<file path="src/rtl/uart_pkg.sv">
// Shared constants for the UART transmit scheduler: FSM encoding and field widths.
package uart_pkg;

  localparam int unsigned BYTE_W  = 8;
  localparam int unsigned GRANT_W = 3;

  localparam logic [2:0] ST_SLEEP   = 3'd0;
  localparam logic [2:0] ST_WAKE    = 3'd1;
  localparam logic [2:0] ST_IDLE    = 3'd2;
  localparam logic [2:0] ST_START   = 3'd3;
  localparam logic [2:0] ST_WAIT_HI = 3'd4;
  localparam logic [2:0] ST_WAIT_LO = 3'd5;

endpackage

</file>
<file path="src/rtl/rr_arbiter.sv">
// Combinational round-robin pick: first valid index at or above ptr_i, wrapping around.
module rr_arbiter #(
  parameter int unsigned NUM_REQ = 2,
  parameter int unsigned IDX_W   = $clog2(NUM_REQ)
) (
  input  logic [NUM_REQ-1:0] valid_i,
  input  logic [IDX_W-1:0]   ptr_i,
  output logic [IDX_W-1:0]   idx_o,
  output logic               found_o
);

  always_comb begin
    int unsigned j;
    found_o = 1'b0;
    idx_o   = '0;
    j       = 0;
    for (int unsigned k = 0; k < NUM_REQ; k++) begin
      j = (32'(ptr_i) + k) % NUM_REQ;
      if (!found_o && valid_i[j]) begin
        found_o = 1'b1;
        idx_o   = IDX_W'(j);
      end
    end
  end

endmodule

</file>
<file path="src/rtl/uart_tx_sched.sv">
// Shares one UART transmitter among NUM_REQ byte producers, round-robin, with idle
// power-down of the UART and wake on demand.
module uart_tx_sched
  import uart_pkg::*;
#(
  parameter int unsigned NUM_REQ      = 2,
  parameter int unsigned WAKE_CYCLES  = 4,
  parameter int unsigned IDLE_TIMEOUT = 1000,
  parameter int unsigned BUSY_TIMEOUT = 16
) (
  input  logic                      clk,
  input  logic                      rst_n,
  input  logic [NUM_REQ-1:0]        req_valid,
  input  logic [BYTE_W*NUM_REQ-1:0] req_data,
  output logic [NUM_REQ-1:0]        req_ready,
  output logic                      tx_start,
  output logic [BYTE_W-1:0]         tx_data,
  input  logic                      tx_busy,
  output logic                      uart_en,
  output logic [GRANT_W-1:0]        grant_id,
  output logic                      err,
  output logic [2:0]                state
);

  localparam int unsigned IdxW  = $clog2(NUM_REQ);
  localparam int unsigned WakeW = $clog2(WAKE_CYCLES + 1);
  localparam int unsigned IdleW = $clog2(IDLE_TIMEOUT + 1);
  localparam int unsigned BusyW = $clog2(BUSY_TIMEOUT + 1);

  logic [2:0]         state_d, state_q;
  logic               uart_en_d, uart_en_q;
  logic               tx_start_d, tx_start_q;
  logic [BYTE_W-1:0]  tx_data_d, tx_data_q;
  logic [NUM_REQ-1:0] req_ready_d, req_ready_q;
  logic [GRANT_W-1:0] grant_id_d, grant_id_q;
  logic               err_d, err_q;
  logic [IdxW-1:0]    rr_ptr_d, rr_ptr_q;
  logic [WakeW-1:0]   wake_cnt_d, wake_cnt_q;
  logic [IdleW-1:0]   idle_cnt_d, idle_cnt_q;
  logic [BusyW-1:0]   busy_cnt_d, busy_cnt_q;

  logic [IdxW-1:0]    arb_idx;
  logic               arb_found;

  rr_arbiter #(
    .NUM_REQ (NUM_REQ),
    .IDX_W   (IdxW)
  ) u_rr_arbiter (
    .valid_i (req_valid),
    .ptr_i   (rr_ptr_q),
    .idx_o   (arb_idx),
    .found_o (arb_found)
  );

  always_comb begin
    state_d     = state_q;
    tx_start_d  = 1'b0;
    tx_data_d   = tx_data_q;
    req_ready_d = '0;
    grant_id_d  = grant_id_q;
    err_d       = 1'b0;
    rr_ptr_d    = rr_ptr_q;
    wake_cnt_d  = wake_cnt_q;
    // Idle counter only runs while sitting in IDLE; every other state parks it at zero.
    idle_cnt_d  = '0;
    busy_cnt_d  = busy_cnt_q;

    unique case (state_q)
      ST_SLEEP: begin
        if (|req_valid) begin
          state_d    = ST_WAKE;
          wake_cnt_d = WakeW'(WAKE_CYCLES - 1);
        end
      end
      ST_WAKE: begin
        if (wake_cnt_q == '0) state_d = ST_IDLE;
        else                  wake_cnt_d = wake_cnt_q - 1'b1;
      end
      ST_IDLE: begin
        if (arb_found && !tx_busy) begin
          tx_data_d            = req_data[32'(arb_idx)*BYTE_W +: BYTE_W];
          grant_id_d           = GRANT_W'(arb_idx);
          req_ready_d[arb_idx] = 1'b1;
          rr_ptr_d             = IdxW'((32'(arb_idx) + 1) % NUM_REQ);
          state_d              = ST_START;
        end else begin
          idle_cnt_d = (idle_cnt_q != {IdleW{1'b1}}) ? idle_cnt_q + 1'b1 : idle_cnt_q;
          // A pending request (even one blocked by busy) always keeps the UART awake.
          if (!arb_found && idle_cnt_q >= IdleW'(IDLE_TIMEOUT - 1)) state_d = ST_SLEEP;
        end
      end
      ST_START: begin
        tx_start_d = 1'b1;
        busy_cnt_d = '0;
        state_d    = ST_WAIT_HI;
      end
      ST_WAIT_HI: begin
        if (tx_busy) begin
          state_d = ST_WAIT_LO;
        end else if (busy_cnt_q == BusyW'(BUSY_TIMEOUT - 1)) begin
          err_d   = 1'b1;
          state_d = ST_IDLE;
        end else begin
          busy_cnt_d = busy_cnt_q + 1'b1;
        end
      end
      ST_WAIT_LO: begin
        if (!tx_busy) state_d = ST_IDLE;
      end
      default: state_d = ST_SLEEP;
    endcase

    uart_en_d = (state_d != ST_SLEEP);
  end

  always_ff @(posedge clk or negedge rst_n) begin
    if (!rst_n) begin
      state_q     <= ST_SLEEP;
      uart_en_q   <= 1'b0;
      tx_start_q  <= 1'b0;
      tx_data_q   <= '0;
      req_ready_q <= '0;
      grant_id_q  <= '0;
      err_q       <= 1'b0;
      rr_ptr_q    <= '0;
      wake_cnt_q  <= '0;
      idle_cnt_q  <= '0;
      busy_cnt_q  <= '0;
    end else begin
      state_q     <= state_d;
      uart_en_q   <= uart_en_d;
      tx_start_q  <= tx_start_d;
      tx_data_q   <= tx_data_d;
      req_ready_q <= req_ready_d;
      grant_id_q  <= grant_id_d;
      err_q       <= err_d;
      rr_ptr_q    <= rr_ptr_d;
      wake_cnt_q  <= wake_cnt_d;
      idle_cnt_q  <= idle_cnt_d;
      busy_cnt_q  <= busy_cnt_d;
    end
  end

  assign state     = state_q;
  assign uart_en   = uart_en_q;
  assign tx_start  = tx_start_q;
  assign tx_data   = tx_data_q;
  assign req_ready = req_ready_q;
  assign grant_id  = grant_id_q;
  assign err       = err_q;

endmodule

</file>
<file path="config.mk">
export PLATFORM = sky130hd
export DESIGN_NAME = uart_tx_sched
export DESIGN_NICKNAME = d
export VERILOG_FILES = /design/src/rtl/uart_pkg.sv /design/src/rtl/rr_arbiter.sv /design/src/rtl/uart_tx_sched.sv
export SDC_FILE = /design/constraint.sdc
export NUM_CORES = 1
export LEC_CHECK = 0
export BUFFER_PORTS_ARGS = -buffer_cell sky130_fd_sc_hd__buf_2
export CORE_MARGIN = 3
export CORE_UTILIZATION = 30
export CTS_BUF_LIST = sky130_fd_sc_hd__clkbuf_8
export DETAILED_ROUTE_END_ITERATION = 8
export PLACE_DENSITY = 0.47
export SYNTH_ARGS = -nofsm -noshare
export SYNTH_HDL_FRONTEND = slang
export SYNTH_HIERARCHICAL = 1
export SYNTH_SLANG_ARGS = --single-unit
</file>
<file path="constraint.sdc">
create_clock -name clk -period 2.25 [get_ports clk]
set_clock_uncertainty 0.2 [all_clocks]
set_input_delay 0.1125 -clock clk [delete_from_list [all_inputs] [get_ports clk]]
set_output_delay 0.1125 -clock clk [all_outputs]
set_load 0.01 [all_outputs]
</file>
* Word-level counts from Yosys, hierarchy flattened
Cells that the tools add are included.
** Cells by class
- Add/subtract/negate cells :: 5
- $lt $le $gt $ge :: 5
- Eq/ne operators :: 12
- Shift-type cells :: 1
- Mux-type cells :: 33
- Reductions and logical operators :: 16
** Operator list (count)
- $mux 10 :: 3
- $mux 3 :: 9
- $pmux 3 s6 :: 1
- $shiftx 16x5->8 :: 1
- $mux 1 :: 13
- $add 10x1->10 const B :: 1
- $ge 10x10->1 const B :: 1
- $mux 5 :: 2
- $ne 10x10->1 const B :: 1
- $pmux 5 s2 :: 1
- $ne 2x2->1 const B :: 4
- $eq 3x2->1 const B :: 2
- $eq 3x3->1 const B :: 2
- $logic_not 3->1 :: 2
- $lt 1x2->1 const B :: 3
- $pmux 3 s2 :: 1
- $reduce_and 3->1 :: 2
- $add 5x1->5 const B :: 1
- $eq 5x4->1 const B :: 1
- $logic_and 1x1->1 :: 4
- $mux 2 :: 2
- $reduce_bool 2->1 :: 2
- $eq 3x1->1 const B :: 1
- $logic_not 1->1 :: 3
- 8 further kinds :: 9
** Word-level totals
- Register bits :: 36
- Output and inout port bits :: 19
- Word-level logic and storage cells :: 83

* Logic depth before layout (Yosys ltp)
- Depth after elaboration :: 12
- Mapped depth :: 7

* By module
Netlist, hierarchy kept.
** Modules (own cells, without submodules)
- uart_tx_sched :: times used 1, cells each 178, area an instance 1835.5 µm², seq. area each 900.9 µm²
- rr_arbiter :: times used 1, cells each 3, area an instance 17.5 µm², seq. area each 0.0 µm²

* Least setup slack after synthesis
Ideal clock, no wire load.
- Kind :: reg-to-reg
- From :: register busy_cnt_q[0]
- To :: register busy_cnt_q[0]
- Setup time :: 122 ps
- Data arrival time :: 1511 ps
- Data required time :: 1928 ps
- Path slack :: 418 ps
- Stages on the path, launching flop included :: 8
- Path buffers :: 0
- Period minus slack after synthesis :: 1832 ps
- Cells stage by stage :: dfrtp_1 > ha_1 > and3_1 > ha_1 > nor3_2 > nand2_1 > a21oi_1 > a21oi_1
** Between the ends
- Cells in the longest elaborated chain, start to end :: 4
- Elaborated cells between the ends (all ways) :: 7
** RTL lines
- start: declaration :: RTL line uart_tx_sched.sv:40 : logic [BusyW-1:0] busy_cnt_d, busy_cnt_q;
- start signal: assignment :: RTL line uart_tx_sched.sv:140 : busy_cnt_q <= busy_cnt_d;
- $add 5x1->5 :: RTL line uart_tx_sched.sv:104 : busy_cnt_d = busy_cnt_q + 1'b1;
- $mux 5 :: RTL line uart_tx_sched.sv:100 : end else if (busy_cnt_q == BusyW'(BUSY_TIMEOUT - 1)) begin
- $mux 5 :: RTL line uart_tx_sched.sv:98 : if (tx_busy) begin
- $pmux 5 s2 :: RTL line uart_tx_sched.sv:68 : unique case (state_q)
Several ways; a longest one is shown, not always the timed one. The select of a mux whose other input is x is not followed.
A chain may end at the register's enable or synchronous reset.

* Worst setup path in the final report
Ends and elaborated chain as after synthesis.

==> flow_metrics.tcl <==
set metrics [dict create \
    path_class "reg -> reg" \
    worstMarginPinSlew_ns 0.830 \
    drt_iter0_markers 43 \
    setup_ws_ns 0.223 \
    fp.dieArea_um2 7160 \
    dieWidth_um 84.6 \
    synth-compound-area-share_pct 11.3 \
    cap_viol_max_count 0 \
    setup_viol 0 \
    worst-endpoint-required_ns 2.23 \
    yosys_most_used_dff "dfrtp_1" \
    synthXorXnorAreaFrac_pct 3.31 \
    grt_pass1_wl_um 6740 \
    fp.dieH_um 84.6 \
    max_stage_delay_ns 0.42 \
    cts_tree "yes" \
    cellPowerDensity_nw_per_um2 896 \
    vdd_drop_max_mv 0.359 \
    synth.area.mux_share_pct 5.94 \
    worstHoldPathCells 4 \
    numCtsBuffers 5 \
    drcViolationCount 0 \
    antenna_found_initial 0 \
    path_max_fanout 5 \
    vias 1462 \
    start_util_pct 32.3 \
    final_max_slew_viol_count 0 \
    cp_slowest_cell "dfrtp_1" \
    grt_usage_pct 11.5 \
    post-route-period-util_pct 90.1 \
    critical_path_arrival_ns 2.01 \
    viasPerCell 4.66 \
    gp_congestion 0.722 \
    drtPass1Iterations 4 \
    nets 267 \
    clock.fmax_ghz 0.493 \
    worstRegToRegCells 7 \
    status "finished, final reports clean" \
    rsz0062_at_grt "false" \
    io_pins 40 \
    postCtsSetupRepairBufs 0 \
    clkSinkCount 36 \
    synth_area_per_cell_um2 10.2 \
    fp.coreArea_um2 5740 \
    post-dp-hpwl_um 2670 \
    clkTransAtPathRegs_ns 0.08 \
    cts.htree.levels 2 \
    synth-seq-cells 36 \
    final_core_util_pct 41.4 \
    leakage_nw 1.20 \
    fin_tns_setup_ns 0 \
    endpoint_kind "flop" \
    synthAdderAreaFrac_pct 3.38 \
    hold_class "in -> reg" \
    clockRootBuffer "clkbuf_8" \
    start_kind "flop" \
    final_common_cell "buf_2" \
    ant_nets 0 \
    ys_seq_area_share_pct 48.6 \
    crit_chain "ha_1, and3_1, ha_1, nor3_2, nand2_1, a21oi_1, a21oi_1" \
    ys_types 46 \
    grt_overflow_total 0 \
    layout_common_cells "buf_2, dfrtp_1, nand2_1, dlygate4sd3_1, nor2_1" \
    drive_gt1_share_pct 24.0 \
    cp_top_family "simple AND/OR/NAND/NOR gates" \
    postSynth.asyncResetShare_pct 100 \
    synth_edf_count 0 \
    grt_pass1_vias 1438 \
    synth_area_um2 1850 \
    synth_cells 181 \
    yosys.area_share.simple_pct 22.8 \
    wl_um 3880 \
    relSlewSlack_pct 44.7 \
    syn2layout_area_growth_pct 28.4 \
    grt_max_degree 37 \
    wire_per_inst_um 12.4 \
    clock_latency_ns 0.29 \
    io_buffers 37 \
    preCtsSetupSlack_ns 0.237 \
    fp-row-count 27 \
    clock_path_buffers 2 \
    hold_viol_final 0 \
    yosys_warnings 6 \
    cp.buffers_inverters 0 \
    post-route-min-period_ns 2.03 \
    antenna_cells 0 \
    path_depth 7 \
    synth_top_family_by_area "simple AND/OR/NAND/NOR gates" \
]
Yosys cell counts (all sizes together), types with 2 or more instances:
cell     n  area (um2)
nor2    19        86.3
o21ai   13        68.8
and2b    2        15.0
ha       5        62.6
a21boi   2        15.0
a21o     2        15.0
inv     10        37.5
xnor2    2        17.5
nand3    9        50.1
or2      2        12.5
mux2i   11         110
o31ai    2        15.0
nand2   18        67.6
buf      5        42.5
dfrtp   36         901
a21oi    7        35.0
nor2b    2        12.5
nor3     6        51.3
nand4    2        18.8
and3b    2        17.5
xor2     5        43.8
nor3b    2        26.3
and3     5        31.3
stage by stage:
stage / instance area, um2 / total power [W] / cells / hold WS, ns
3_5_place_dp: 2110 / 0.00164 / 288 / 0.0759
6_report: 2380 / 0.00213 / 314 / 0.0724
3_3_place_gp: 2110 / 0.00164 / 288 / 0.0766
2_1_floorplan: 1860 / 0.00139 / 182 / -0.383
4_1_cts: 2380 / 0.00217 / 314 / 0.0737
5_1_grt: 2380 / 0.00230 / 314 / 0.125
power breakdown:
| part | internal (W) | switching [W] |
|---|---|---|
| clock | 0.000241 | 0.000233 |
| combinational | 0.000330 | 0.000384 |
| sequential | 0.000814 | 0.000129 |
| total | 0.00138 | 0.000746 |
timing repair:
item	CTS	global route
hold endpoints to repair	46	0
gates resized for setup	0	0
hold buffers	18	0
layer usage:
layer / track usage (%) / share of wire [%] / wire length [um]
met3: 4.02 / 6.4 / 248
met1: 14.9 / 50 / 1920
met5: 0 / 0 / 0
met2: 18.2 / 43 / 1680
met4: 3.45 / 0.85 / 33
area by class of cell:
type,instances,area (um2)
Tap cell,72,90.1
Timing Repair Buffer,58,388
Clock inverter,2,7.51
Clock buffer,6,82.6
Inverter,10,37.5
Multi-Input combinational cell,130,872
Sequential cell,36,901
Fill cell,575,3360
worst paths after layout:
path | startpoint | endpoint | slack (ns)
setup / recovery | busy_cnt_q[0] | busy_cnt_q[0] | 0.22
hold / removal | req_valid[0] | wake_cnt_q[2] | 0.07
setup reg to reg | busy_cnt_q[0] | busy_cnt_q[0] | 0.22
hold reg to reg | rr_ptr_q | rr_ptr_q | 0.28
max in group asynchronous | rst_n | tx_data[5] | 1.07
min in group asynchronous | rst_n | err | 0.26
worst reg2reg max path, delay by kind of cell, from the launching register on:
kind,cells,cell delay (ns)
adders and majority gates,2,0.44
DFF,1,0.42
and+or+nand+nor,3,0.63
AOI/OAI and AO/OA,2,0.23
registers in the layout, summed over array words and instances (netlist names), 2 cells and up:
| name | flops |
|---|---|
| tx_data | 8 |
| state | 3 |
| busy_cnt_q | 5 |
| wake_cnt_q | 3 |
| req_ready | 2 |
| idle_cnt_q | 10 |
cell families after synthesis:
group / count (synthesis)
AOI/OAI and AO/OA: 32
xor gates and xnor gates: 7
adders and majority gates: 5
buffers and inverters: 16
DFF: 36
muxes: 11
other: 1
and+or+nand+nor: 73
Power figures use the tool's default switching activity.
